## config.mk

```make
export PLATFORM = sky130hd
export DESIGN_NAME = dmem_rmw_ctrl_flat
export DESIGN_NICKNAME = d
export VERILOG_FILES = /design/src/rtl/dmem_rmw_ctrl_pkg.sv /design/src/rtl/dmem_rmw_ctrl_if.sv /design/src/rtl/dmem_wait_timer.sv /design/src/rtl/dmem_rmw_ctrl.sv /design/src/flat_wrapper.sv
export SDC_FILE = /design/constraint.sdc
export NUM_CORES = 1
export LEC_CHECK = 0
export CAP_MARGIN = 0
export CORE_MARGIN = 2
export CORE_UTILIZATION = 40
export CTS_CLUSTER_SIZE = 25
export DETAILED_ROUTE_END_ITERATION = 6
export PLACE_DENSITY = 0.78
export RECOVER_POWER = 50
export SLEW_MARGIN = 10
export SYNTH_ARGS = -nofsm -noshare
export SYNTH_HDL_FRONTEND = slang
export SYNTH_HIERARCHICAL = 1
export SYNTH_SLANG_ARGS = --single-unit
```

## constraint.sdc

```tcl
create_clock -name clk -period 4.2 [get_ports clk]
set_clock_uncertainty 0.05 [all_clocks]
set_input_delay 0.84 -clock clk [delete_from_list [all_inputs] [get_ports clk]]
set_output_delay 0.84 -clock clk [all_outputs]
set_load 0.1 [all_outputs]
```

## src/rtl/dmem_rmw_ctrl_pkg.sv

```systemverilog
// Shared types for the data-memory access controller: FSM states and dmem_access field layout.
// No logic, no latency.
// No flow control.
package dmem_rmw_ctrl_pkg;

    typedef enum logic [2:0] {
        IDLE    = 3'd0,
        RD      = 3'd1,
        WR_PREP = 3'd2,
        WR      = 3'd3,
        DONE    = 3'd4
    } state_t;

    typedef enum logic [1:0] {
        SZ_B    = 2'b00,
        SZ_H    = 2'b01,
        SZ_W    = 2'b10,
        SZ_NONE = 2'b11
    } size_t;

    // Bit order matches dmem_access: [3]=store, [2]=sign-extend, [1:0]=size
    typedef struct packed {
        logic  store;
        logic  sext;
        size_t size;
    } acc_t;

    function automatic logic is_misaligned(input size_t size, input logic [1:0] addr_lo);
        return ((size == SZ_H) && addr_lo[0]) || ((size == SZ_W) && (addr_lo != 2'b00));
    endfunction

endpackage

```

## src/rtl/dmem_rmw_ctrl_if.sv

```systemverilog
// Word-aligned synchronous data RAM port; master = controller, slave = memory.
// Requests are held until a single-cycle mem_ack; read data is valid with the ack.
// Memory stretches a transaction by withholding mem_ack.
interface dmem_rmw_ctrl_if;
    logic        mem_req;
    logic        mem_we;
    logic [31:0] mem_addr;
    logic [31:0] mem_wdata;
    logic        mem_ack;
    logic [31:0] mem_rdata;

    modport master (
        output mem_req, mem_we, mem_addr, mem_wdata,
        input  mem_ack, mem_rdata
    );

    modport slave (
        input  mem_req, mem_we, mem_addr, mem_wdata,
        output mem_ack, mem_rdata
    );
endinterface

```

## src/rtl/dmem_wait_timer.sv

```systemverilog
// Per-state wait counter for memory acknowledges; expired flags the MAX_WAIT-th unacked cycle.
// expired is combinational from the current count and enable.
// No flow control; clr has priority over en.
module dmem_wait_timer #(
    parameter int MAX_WAIT = 255,
    parameter int WAIT_W   = 8
) (
    input  logic clk,
    input  logic rst,
    input  logic clr,
    input  logic en,
    output logic expired
);

    logic [WAIT_W-1:0] cnt;

    assign expired = en && (cnt == WAIT_W'(MAX_WAIT - 1));

    always_ff @(posedge clk or posedge rst) begin
        if (rst) begin
            cnt <= '0;
        end else if (clr) begin
            cnt <= '0;
        end else if (en) begin
            cnt <= cnt + WAIT_W'(1);
        end
    end

endmodule

```

## src/rtl/dmem_rmw_ctrl.sv

```systemverilog
// MEM-stage data-memory controller: loads, word stores, and read-modify-write for sub-word stores.
// Load: request + ack wait + DONE; sub-word store adds one prep cycle and a write; optional misalign trap (DMEM_MISALIGN_TRAP_EN).
// Holds stall high until the access completes; memory throttles via mem_ack, timing out after MAX_WAIT.
module dmem_rmw_ctrl
    import dmem_rmw_ctrl_pkg::*;
#(
    parameter int MAX_WAIT = 255,
    parameter int WAIT_W   = 8
) (
    input  logic        clk,
    input  logic        rst,
    input  logic        req_valid,
    input  logic [31:0] req_addr,
    input  logic [3:0]  dmem_access,
    input  logic [31:0] req_wdata,
    input  logic [31:0] sl_wd,
    output logic [31:0] raw_rdata,
    output logic        stall,
    output logic        done,
    output logic        bus_err,
`ifdef DMEM_MISALIGN_TRAP_EN
    output logic        misalign,
`endif
    dmem_rmw_ctrl_if.master mem
);

    state_t state, state_nxt;
    acc_t   acc;
    logic   req_act;
    logic   trap;
    logic   is_store_q;
    logic   wait_exp;
    logic   [2:0] unused_bits;

    assign acc         = acc_t'(dmem_access);
    assign req_act     = req_valid && (acc.size != SZ_NONE);
    assign unused_bits = {acc.sext, req_addr[1:0]};

`ifdef DMEM_MISALIGN_TRAP_EN
    assign trap = is_misaligned(acc.size, req_addr[1:0]);
`else
    assign trap = 1'b0;
`endif

    dmem_wait_timer #(
        .MAX_WAIT (MAX_WAIT),
        .WAIT_W   (WAIT_W)
    ) u_wait_timer (
        .clk     (clk),
        .rst     (rst),
        .clr     (state_nxt != state),
        .en      (((state == RD) || (state == WR)) && !mem.mem_ack),
        .expired (wait_exp)
    );

    always_ff @(posedge clk or posedge rst) begin
        if (rst) begin
            state <= IDLE;
        end else begin
            state <= state_nxt;
        end
    end

    always_comb begin
        state_nxt = state;
        stall     = 1'b0;
        done      = 1'b0;
        case (state)
            IDLE: begin
                if (req_act) begin
                    stall = 1'b1;
                    if (trap) begin
                        state_nxt = DONE;
                    end else if (acc.store && (acc.size == SZ_W)) begin
                        state_nxt = WR;
                    end else begin
                        state_nxt = RD;
                    end
                end
            end
            RD: begin
                stall = 1'b1;
                if (mem.mem_ack) begin
                    state_nxt = is_store_q ? WR_PREP : DONE;
                end else if (wait_exp) begin
                    state_nxt = DONE;
                end
            end
            // One idle bus cycle so the alignment unit sees the freshly captured raw_rdata
            WR_PREP: begin
                stall     = 1'b1;
                state_nxt = WR;
            end
            WR: begin
                stall = 1'b1;
                if (mem.mem_ack || wait_exp) begin
                    state_nxt = DONE;
                end
            end
            DONE: begin
                done      = 1'b1;
                state_nxt = IDLE;
            end
            default: state_nxt = IDLE;
        endcase
    end

    always_ff @(posedge clk or posedge rst) begin
        if (rst) begin
            raw_rdata     <= '0;
            bus_err       <= 1'b0;
            is_store_q    <= 1'b0;
            mem.mem_req   <= 1'b0;
            mem.mem_we    <= 1'b0;
            mem.mem_addr  <= '0;
            mem.mem_wdata <= '0;
`ifdef DMEM_MISALIGN_TRAP_EN
            misalign      <= 1'b0;
`endif
        end else begin
            mem.mem_req <= (state_nxt == RD) || (state_nxt == WR);
            mem.mem_we  <= (state_nxt == WR);
            bus_err     <= wait_exp;
`ifdef DMEM_MISALIGN_TRAP_EN
            misalign    <= (state == IDLE) && req_act && trap;
`endif
            if ((state == IDLE) && ((state_nxt == RD) || (state_nxt == WR))) begin
                mem.mem_addr <= {req_addr[31:2], 2'b00};
                is_store_q   <= acc.store;
                if (state_nxt == WR) begin
                    mem.mem_wdata <= req_wdata;
                end
            end
            if ((state == RD) && mem.mem_ack) begin
                raw_rdata <= mem.mem_rdata;
            end
            if (state == WR_PREP) begin
                mem.mem_wdata <= sl_wd;
            end
        end
    end

endmodule

```

## src/flat_wrapper.sv

```systemverilog
// flat-port wrapper written by rule: the top's interface ports become plain ports
module dmem_rmw_ctrl_flat import dmem_rmw_ctrl_pkg::*;
#(
    parameter int MAX_WAIT = 255,
    parameter int WAIT_W   = 8
)
  (clk, rst, req_valid, req_addr, dmem_access, req_wdata, sl_wd, raw_rdata, stall, done, bus_err, mem_mem_req, mem_mem_we, mem_mem_addr, mem_mem_wdata, mem_mem_ack, mem_mem_rdata);
  dmem_rmw_ctrl_if mem_i ();
  input  logic clk;
  input  logic rst;
  input  logic req_valid;
  input  logic [31:0] req_addr;
  input  logic [3:0] dmem_access;
  input  logic [31:0] req_wdata;
  input  logic [31:0] sl_wd;
  output logic [31:0] raw_rdata;
  output logic stall;
  output logic done;
  output logic bus_err;
  output wire logic [$bits(mem_i.mem_req)-1:0] mem_mem_req;
  output wire logic [$bits(mem_i.mem_we)-1:0] mem_mem_we;
  output wire logic [$bits(mem_i.mem_addr)-1:0] mem_mem_addr;
  output wire logic [$bits(mem_i.mem_wdata)-1:0] mem_mem_wdata;
  input wire logic [$bits(mem_i.mem_ack)-1:0] mem_mem_ack;
  input wire logic [$bits(mem_i.mem_rdata)-1:0] mem_mem_rdata;
  assign mem_mem_req = mem_i.mem_req;
  assign mem_mem_we = mem_i.mem_we;
  assign mem_mem_addr = mem_i.mem_addr;
  assign mem_mem_wdata = mem_i.mem_wdata;
  assign mem_i.mem_ack = mem_mem_ack;
  assign mem_i.mem_rdata = mem_mem_rdata;
  dmem_rmw_ctrl #(.MAX_WAIT(MAX_WAIT), .WAIT_W(WAIT_W)) u_core (.clk(clk), .rst(rst), .req_valid(req_valid), .req_addr(req_addr), .dmem_access(dmem_access), .req_wdata(req_wdata), .sl_wd(sl_wd), .raw_rdata(raw_rdata), .stall(stall), .done(done), .bus_err(bus_err), .mem(mem_i));
endmodule
```

* Yosys cells after proc, flatten, opt, wreduce, memory -nomap -nowiden *
Cells that the tools add are included.

storage, ports and cells
  register bits after elaboration = 109
  input bits = 136
  output and inout bits = 101
  logic and storage cells = 51

cells by class
  add/sub/neg operators = 1
  equal/unequal tests = 10
  multiplexer cells = 15
  reduce and logical (&&, ||, !) cells = 16

operators with widths
  cell                                                              count
  32-bit 2-to-1 mux                                                 3
  8-bit 2-to-1 mux                                                  2
  3-bit 2-to-1 mux                                                  5
  3-bit case mux with 4 select lines                                1
  3-bit by 2-bit == test with 1-bit output (second input constant)  3
  8-bit by 1-bit adder with 8-bit output (second input constant)    1
  8-bit == test (second input constant)                             1
  3-bit by 1-bit == test with 1-bit output (second input constant)  2
  1-bit logical AND                                                 6
  2-bit nonzero test                                                3
  3-bit == test (second input constant)                             1
  3-bit zero test                                                   1
  1-bit logical OR                                                  3
  3-bit inequality test                                             1
  3-bit OR reduction                                                1
  2-bit == test (second input constant)                             1
  1-bit 2-to-1 mux                                                  2
  2-bit 2-to-1 mux                                                  1
  2-bit inequality test (second input constant)                     1
  1-bit case mux with 2 select lines                                1
  2-bit AND reduction                                               1
  1-bit zero test                                                   1

* Longest topological paths before layout *
Gate-level depths: netlist of run 1.

  depth after elaboration = 12
  depth in mapped cells = 12
  gate-level depth less buffers = 9

* By module *
The synthesis of run 1 kept the hierarchy.

by module, submodules not included
  module           times used  cells an instance  area each (µm²)  seq. area each (µm²)
  dmem_rmw_ctrl    1           349                4,265.3          2,527.4
  dmem_wait_timer  1           42                 419.2            200.2

* Worst setup path before layout of run 1 *
Ideal clock, no wire load.

  path type = register to output
  start = reg u_core.state[2]
  end = out done
  data arrival time = 2.573 ns
  data required time = 3.310 ns
  setup slack = 0.737 ns
  stages on the path, launching flop included = 4
  path buffers = 1
  cells stage by stage = dfrtp_1 buf_6 inv_1 nor3_1

between the ends
  longest elaborated chain between the ends = 2

ends and longest elaborated chain
  item                    line                 text
  from (decl)             dmem_rmw_ctrl.sv:27  state_t state, state_nxt;
  from (signal assigned)  dmem_rmw_ctrl.sv:60  state <= state_nxt;
  3-bit == test           dmem_rmw_ctrl.sv:68  case (state)
  1-bit 2-to-1 mux        dmem_rmw_ctrl.sv:68
  to (decl)               flat_wrapper.sv:18   output logic done;

Every way passes these cells.

* Worst setup path after layout of run 1 *
  start = in mem_mem_ack
  end = reg u_core.mem.mem_wdata[4]

between the ends
  longest elaborated chain between the ends = 11
  elaborated cells on any way between the ends = 15
  those cells by class = 2 x eq/ne; 4 x mux; 9 x reduce/logical

ends and longest elaborated chain
  item                                                                                                         line                                        text
  from (decl)                                                                                                  flat_wrapper.sv:24                          input wire logic [$bits(mem_i.mem_ack)-1:0] mem_mem_ack;
  1-bit zero test (*)                                                                                          dmem_rmw_ctrl.sv:52                         .en (((state == RD) || (state == WR)) && !mem.mem_ack),
  1-bit logical AND (*)                                                                                        dmem_rmw_ctrl.sv:52
  1-bit logical AND (*)                                                                                        dmem_wait_timer.sv:17                       assign expired = en && (cnt == WAIT_W'(MAX_WAIT - 1));
  via u_core.wait_exp                                                                                          dmem_rmw_ctrl.sv:32                         logic wait_exp;
  3-bit 2-to-1 mux / 1-bit logical OR (equally long branches)                                                  dmem_rmw_ctrl.sv:85, dmem_rmw_ctrl.sv:96
  3-bit 2-to-1 mux, on equally long branches                                                                   dmem_rmw_ctrl.sv:83, dmem_rmw_ctrl.sv:96
  3-bit case mux with 4 select lines (*)                                                                       dmem_rmw_ctrl.sv:68
  3-bit by 1-bit == test with 1-bit output / 3-bit by 2-bit == test with 1-bit output (equally long branches)  dmem_rmw_ctrl.sv:127, dmem_rmw_ctrl.sv:130
  1-bit logical OR                                                                                             dmem_rmw_ctrl.sv:127                        if ((state == IDLE) && ((state_nxt == RD) || (state_nxt == WR))) begin
  1-bit logical AND                                                                                            dmem_rmw_ctrl.sv:127
  2-bit nonzero test (no source line)                                                                          n/a
  2-bit AND reduction (no source line) (*)                                                                     n/a
  to (signal assigned)                                                                                         dmem_rmw_ctrl.sv:131                        mem.mem_wdata <= req_wdata;
  to (signal assigned)                                                                                         dmem_rmw_ctrl.sv:138                        mem.mem_wdata <= sl_wd;
  to (decl)                                                                                                    dmem_rmw_ctrl_if.sv:13                      output mem_req, mem_we, mem_addr, mem_wdata,

Mark *: on every way through the listed nets, which the timed path passes. The rest lies on a longest branch.
A chain may end at the register's enable or synchronous reset.

==> results.txt, run 1 <==
----------------------------------------------------
[Yosys]
  Dominant cells by area after synthesis ... sky130_fd_sc_hd__dfrtp_1, sky130_fd_sc_hd__a2bb2oi_2, sky130_fd_sc_hd__nand2_1
  Xor/xnor share of the synthesized area ... less than 1%
  Adder-cell share of the synthesized area ... 0.5342%
  Proportion of synthesized chip area in sequential cells ... roughly 58%
  Synthesized area per cell ... 11.98 µm²
  Share of cell area taken by muxes after synthesis ... approximately 7.7%
  Simple-gate share of the synthesized area ... 12.21%
  Number of flops mapped to enable cells by yosys ... 0
  Fraction of registers with async set or reset after synthesis ... 100.0%
  Share of the synthesized area in the top cell type ... roughly 58%
  Cell type with the largest total area after synthesis ... sky130_fd_sc_hd__dfrtp_1
  Largest family of logic cells by synthesized area ... compound AO/OA/AOI/OAI gates
  Netlist area before placement ... 0.004684 mm²
  Cell variety after synth ... 39
  Number of warnings reported in the yosys synthesis log ... 6
  Complex-gate fraction of the synthesized area ... 16.43%
  Top_reg_cell synth ... sky130_fd_sc_hd__dfrtp_1
  Gate Count Post-Synth ... about 390
  Register bit count reported by yosys ... about 110

[Clock network]
  # hold bufs at CTS ... 0
  Buffer depth of the longest clock path ... 2
  Clock tree root driver cell ... sky130_fd_sc_hd__clkbuf_16
  Worst-skew pair later-pin latency ... 0.34 ns
  Number of clock buffers inserted by TritonCTS ... 9
  Clock Pin Slew Worst Setup and Hold Paths ... about 0.070 ns
  Total number of H-tree levels ... 3
  CTS tree ... yes
  Clock sinks ... 109
  Number of gates resized after cts ... 0
  # Post-CTS Setup Buffers ... 0

[STA]
  Hold Fails Final Rpt ... 0
  Tightest slew margin relative to the limit ... -47.05%
  Period Utilization, post-route ... 83.73%
  Final-report setup violation count ... 0
  Max Freq ... 284.4 MHz
  Final worst path period need ... 3.517 ns
  RSZ-0062 raised after global routing ... false
  Tightest Pin Transition ... 2.194 ns
  Final TNS setup ... 0 ns
  Final count of pins violating max slew ... 83

[Layout]
  Area added between synthesis and finish ... 58.33%
  Number of inserted filler cells in the final layout ... 882
  Sequential cell area ... between 0.002 and 0.003 mm²
  Count of inserted antenna diode cells ... 0
  Footprint of the multi-input gates ... 0.001752 mm²
  Number of nets in the layout ... 752
  Fraction of layout cells with a size suffix above 1 ... 14.40%

[Setup path]
  Maximum fanout encountered on the critical timing path ... 21
  Crit path capture type ... register
  Required time of the critical path ... 4.35 ns
  Crit Path Class ... in -> reg
  Critical path arrival ... 3.67 ns
  Source of the worst register-to-register timing path ... u_core/state[2]
  Crit path from ... mem_mem_ack
  Startpoint kind of the worst setup timing path ... input pin
  Depth of the worst register-to-register path ... 11

[Route]
  DRT Wirelength ... 12560 µm
  Drt drc ... 0
  Post-route ant nets ... 0
  Iteration-0 DRC Markers ... 107
  Number of vias in the routed layout ... 3855
  Average detailed-routed wire length per instance ... 16.50 µm
  Total iterations of the first detailed-routing run ... 6
  Via/cell ratio ... between 5 and 6

[Hold path]
  Hold Path Depth ... 2
  Path category of the worst min-delay check ... reg -> reg
  Worst Hold Launch ... u_core/mem.mem_addr[29]

[Placement]
  PortBufs ... 231
  Detailed Place HPWL ... between 9000 and 10000 µm
  GPL Wtd Cong ... 0.7987

[Die]
  Effective utilization at floorplan ... between 40% and 50%
  Core Region ... 0.01142 mm²
  Floorplan die area ... 0.01259 mm²
  I/O pin count ... 237
  Row cnt ... 39
  Overall die height ... 112.2 µm
  DIE WIDTH ... 112.2 µm

[Job]
  Max-capacitance violation count ... 2

[Global routing]
  Pin count of the biggest net entering global routing ... 64
  Residual overflow from global routing ... 0
  Vias in the first global route ... just over 4000
  Gr usage total ... 20.08%
  Initial antenna violation count ... 0
  Global-route wire length before repair ... 20210 µm

[Outcome]
  Violated checks ... capacitance limit, slew limit
  Status ... finished with violations

----------------------------------------------------
path summary, 6_finish.rpt:
check | end | slack (ns)
setup / recovery | u_core/mem.mem_wdata[4] | 0.68
hold / removal | u_core/mem.mem_addr[29] | 0.43
setup reg to reg | u_core/mem.mem_wdata[4] | 1.01
hold reg to reg | u_core/mem.mem_addr[29] | 0.43
max in group asynchronous | u_core/mem.mem_wdata[2] | 1.13
min in group asynchronous | u_core/u_wait_timer/cnt[6] | 0.87
cell families after synthesis:
group,Yosys count
flops,109
mux,32
compound gates,78
xor+xnor,4
fa+ha+maj,2
simple gates,130
buf+inv,35
other cells,1
synthesized netlist by cell type (3+ instances only):
cell / n
sky130_fd_sc_hd__o22ai_1: 32
sky130_fd_sc_hd__clkbuf_1: 13
sky130_fd_sc_hd__nor3_1: 4
sky130_fd_sc_hd__or3_1: 4
sky130_fd_sc_hd__o21ai_0: 4
sky130_fd_sc_hd__nor2_1: 9
sky130_fd_sc_hd__a21oi_1: 5
sky130_fd_sc_hd__buf_6: 6
sky130_fd_sc_hd__dfrtp_1: 109
sky130_fd_sc_hd__nand2_1: 98
sky130_fd_sc_hd__mux2_2: 32
sky130_fd_sc_hd__inv_1: 6
sky130_fd_sc_hd__nand4_1: 4
sky130_fd_sc_hd__a2bb2oi_2: 30
sky130_fd_sc_hd__xor2_1: 3
sky130_fd_sc_hd__buf_2: 6
flip-flops by register name, indices dropped and copies added (netlist names):
register,cells
u_core/bus_err,1
u_core/is_store_q,1
u_core/mem.mem_addr,30
u_core/mem.mem_req,1
u_core/mem.mem_wdata,32
u_core/mem.mem_we,1
u_core/raw_rdata,32
u_core/state,3
u_core/u_wait_timer/cnt,8
final cells by class:
type	count	share of cell area (%)
clock buffer	11	3.273
clock inverter	4	1.619
inverter	6	0.3205
multi-input combinational	248	23.62
sequential	109	36.77
tap	143	2.412
timing repair buffer	240	31.98
cell usage in the layout (no fill, tap or decap), types with 2 or more instances in the layout:
master / n
sky130_fd_sc_hd__dlygate4sd3_1: 3
sky130_fd_sc_hd__o21ai_0: 4
sky130_fd_sc_hd__nor2_1: 9
sky130_fd_sc_hd__bufinv_16: 4
sky130_fd_sc_hd__o22ai_1: 32
sky130_fd_sc_hd__xor2_1: 3
sky130_fd_sc_hd__nor3_1: 4
sky130_fd_sc_hd__clkbuf_1: 3
sky130_fd_sc_hd__a2bb2oi_2: 30
sky130_fd_sc_hd__dfrtp_1: 109
sky130_fd_sc_hd__clkdlybuf4s50_1: 226
sky130_fd_sc_hd__inv_1: 5
sky130_fd_sc_hd__conb_1: 2
sky130_fd_sc_hd__clkbuf_2: 3
sky130_fd_sc_hd__a21oi_1: 5
sky130_fd_sc_hd__nand2_1: 98
sky130_fd_sc_hd__nand4_1: 5
sky130_fd_sc_hd__ha_1: 2
sky130_fd_sc_hd__clkbuf_16: 9
sky130_fd_sc_hd__buf_4: 5
sky130_fd_sc_hd__mux2_2: 32
sky130_fd_sc_hd__or3_1: 4
sky130_fd_sc_hd__nor3b_1: 2
metal layers:
layer  share of wire (%)  track usage, %  wire, µm  vias up
li1                    -               -         -     1811
met1                  39           23.55      4902     1871
met2                  51           34.42      6357      158
met3                 9.1           7.775      1148       15
met4                 1.2           5.772       150        0
met5                   0               0         0        -
critical path, cell delays in order:
cell,delay [ns]
sky130_fd_sc_hd__dlygate4sd3_1,0.59
sky130_fd_sc_hd__nor2_1,0.14
sky130_fd_sc_hd__clkbuf_1,0.26
sky130_fd_sc_hd__nand4_1,0.26
sky130_fd_sc_hd__nor2_1,0.30
sky130_fd_sc_hd__o21ai_0,0.22
sky130_fd_sc_hd__a32oi_1,0.39
sky130_fd_sc_hd__a22oi_4,0.26
sky130_fd_sc_hd__buf_12,0.24
sky130_fd_sc_hd__a2bb2oi_2,0.14
metrics by stage:
stage	std cells	hold WS (ns)	utilization, %	setup WS [ns]	area, µm²
after floorplan	392	0.3879	-	0.6629	4688
after global routing	761	0.4485	64.96	0.4813	7417
final	761	0.4278	64.96	0.6834	7417
after global placement	746	0.4065	62.19	0.7950	7101
after CTS	761	0.4306	65.36	0.9869	7463
after detailed placement	746	0.4117	62.19	0.7311	7101
Power of run 1 is not shown: default switching activity piles up to over one toggle a cycle in this logic, so the estimate is an artifact.
==> run 2: changes to the inputs <==
CORE_UTILIZATION = 36   (was 40)
PLACE_DENSITY = 0.74   (was 0.78)
clock period = 3.2 ns   (was 4.2 ns; I/O delays follow)
==> results.txt, run 2 (same netlist as run 1, synthesis figures left out) <==
----------------------------------------------------
[Outcome]
  Status ... complete, no violations

[Setup path]
  Required time of the critical path ... 3.37 ns (-0.98 ns)
  Crit Path Class ... reg -> reg
  Startpoint kind of the worst setup timing path ... register
  Source of the worst register-to-register timing path ... u_core/state[2]
  Maximum fanout encountered on the critical timing path ... 13 (-38%)
  Capturing point of the worst reg2reg path ... u_core/mem.mem_wdata[13]
  Crit path capture type ... register
  Depth of the worst register-to-register path ... 10 (-1)
  Critical path arrival ... 2.95 ns (-0.72 ns)
  Reg2reg setup slack ... 0.43 ns (-0.58 ns)
  Crit path from ... u_core/state[2]
  Setup crit end ... u_core/mem.mem_wdata[13]

[Layout]
  Utilization after layout ... 55.48% (-9.5 points)
  Final cell count without fillers ... 794 (+4.3%)
  Footprint of the multi-input gates ... 0.001787 mm² (+2.0%)
  Fraction of layout cells with a size suffix above 1 ... 23.55% (+9.1 points)
  Biggest regs ... u_core/mem.mem_wdata: 32 flops, u_core/raw_rdata: 32 flops, u_core/mem.mem_addr: 30 flops
  Number of nets in the layout ... 754 (+0.27%)
  Area added between synthesis and finish ... 50.05%
  Number of inserted filler cells in the final layout ... 1132 (+28%)
  Sequential cell area ... 0.002728 mm² (unchanged)
  Most frequent standard cell in the layout excluding fill and tap cells ... sky130_fd_sc_hd__clkdlybuf4s50_1
  Top library cells by usage in the layout, fill and taps aside ... sky130_fd_sc_hd__clkdlybuf4s50_1, sky130_fd_sc_hd__dfrtp_1, sky130_fd_sc_hd__nand2_1

[Placement]
  GPL Wtd Cong ... 0.7683 (-3.8%)
  Detailed Place HPWL ... 9378 µm (+0.61%)
  PortBufs ... 231 (unchanged)
  DP Cell Count ... 777 (+4.2%)

[Clock network]
  Clock tree root driver cell ... sky130_fd_sc_hd__clkbuf_16
  Total number of H-tree levels ... 3 (unchanged)
  Number of clock buffers inserted by TritonCTS ... 9 (unchanged)
  # Post-CTS Setup Buffers ... 0 (unchanged)
  Clock sinks ... 109 (unchanged)
  CTS tree ... yes
  Clock Pin Slew Worst Setup and Hold Paths ... 0.07 ns (about the same)
  # hold bufs at CTS ... 0 (unchanged)
  Worst-skew pair later-pin latency ... 0.34 ns (about the same)
  Number of gates resized after cts ... 0 (unchanged)
  Buffer depth of the longest clock path ... 2 (unchanged)

[Hold path]
  Path category of the worst min-delay check ... reg -> reg

[Global routing]
  Peak-usage layer in the global routing report ... met2
  Residual overflow from global routing ... 0 (unchanged)
  Met1 Use GR ... 20.79% (-2.8 points)
  Pin count of the biggest net entering global routing ... 64 (unchanged)
  Vias in the first global route ... 4159 (+2.8%)
  Global routing usage on met3 ... 6.589% (-1.2 points)
  Gr usage total ... 18.42% (-1.7 points)
  Global-route wire length before repair ... 20700 µm (+2.4%)
  GR met2 Demand/Resource ... 30.92% (-3.5 points)
  Initial antenna violation count ... 2 (+2)

[Job]
  Max-capacitance violation count ... 0 (-2)

[Route]
  Number of vias in the routed layout ... 3841 (-0.36%)
  Total iterations of the first detailed-routing run ... 4 (-2)
  Drt drc ... 0 (unchanged)
  Iteration-0 DRC Markers ... 139 (+30%)
  DRT Wirelength ... 12480 µm (-0.61%)
  Via/cell ratio ... 4.838 (-4.5%)
  Post-route ant nets ... 0 (unchanged)
  Average detailed-routed wire length per instance ... 15.72 µm (-4.7%)

[STA]
  Final TNS setup ... 0 ns (unchanged)
  Max Freq ... between 300 and 400 MHz
  Post-route worst hold slack ... 0.4235 ns (-0.004370 ns)
  Final count of pins violating max slew ... 0 (-100%)
  Final worst path period need ... 2.773 ns
  Tightest Pin Transition ... 1.280 ns (-0.9135 ns)
  Tightest slew margin relative to the limit ... 14.65% (+62 points)
  Final-report setup violation count ... 0 (unchanged)
  Period Utilization, post-route ... 86.66%
  Hold Fails Final Rpt ... 0 (unchanged)
  RSZ-0062 raised after global routing ... false

[Die]
  Row cnt ... 41 (+5.1%)
  Effective utilization at floorplan ... 36.97% (-4.1 points)
  Overall die height ... 118.1 µm (+5.2%)
  Core Region ... 0.01267 mm² (+11%)
  Floorplan die area ... 0.01394 mm² (+11%)
  DIE WIDTH ... 118.1 µm (+5.2%)
  I/O pin count ... 237 (unchanged)

----------------------------------------------------
run 2: cell types whose count changed in the layout (fill, tap and decap cells not counted), sizes merged:
cell / before / now
diode: 0 / 2
clkbuf: 16 / 60
bufinv: 4 / 1
clkdlybuf4s50: 226 / 131
clkinv: 0 / 3
clkinvlp: 1 / 2
buf: 6 / 60
dlygate4sd3: 3 / 1
run 2: worst max-delay path: stages (launching register included):
cell	delay, ns
sky130_fd_sc_hd__dfrtp_1	0.48
sky130_fd_sc_hd__inv_1	0.17
sky130_fd_sc_hd__nand2_1	0.14
sky130_fd_sc_hd__nor2_1	0.25
sky130_fd_sc_hd__nand4_4	0.16
sky130_fd_sc_hd__nor2_1	0.19
sky130_fd_sc_hd__o21ai_0	0.18
sky130_fd_sc_hd__a32oi_1	0.39
sky130_fd_sc_hd__a22oi_4	0.22
sky130_fd_sc_hd__buf_4	0.26
sky130_fd_sc_hd__a2bb2oi_2	0.15
run 2: stage by stage:
step | cell area, µm² | worst slack (ns)
after global placement | 6928 | 0.1663
final | 7029 | 0.4270
after detailed placement | 6928 | 0.06738
after global routing | 7027 | 0.1978
after floorplan | 4697 | 0.2517
after CTS | 7209 | 0.4226
run 2: worst min path at each step:
stage / cells after the start / from / to
5_1_grt: 2 / u_core/mem.mem_addr[6] / u_core/mem.mem_addr[6]
3_3_place_gp: 2 / u_core/mem.mem_addr[25] / u_core/mem.mem_addr[25]
6_report: 2 / u_core/mem.mem_addr[15] / u_core/mem.mem_addr[15]
4_1_cts: 2 / u_core/mem.mem_addr[4] / u_core/mem.mem_addr[4]
2_1_floorplan: 2 / u_core/is_store_q / u_core/is_store_q
3_5_place_dp: 2 / u_core/mem.mem_addr[16] / u_core/mem.mem_addr[16]
run 2: layout make-up:
cell class,instances,area share (%)
antenna,2,0.07120
timing repair buffer,242,28.27
tap,172,3.062
multi-input combinational,248,25.42
inverter,6,0.3738
clock inverter,5,0.7476
clock buffer,10,3.257
sequential,109,38.80
run 2: per-layer routing:
metal  wire length, µm  up-vias
met5                 0        -
met4               355        0
met3              1056       25
met2              6133      149
met1              4934     1841
li1                  -     1826
Power of run 2 is left out for the same reason.
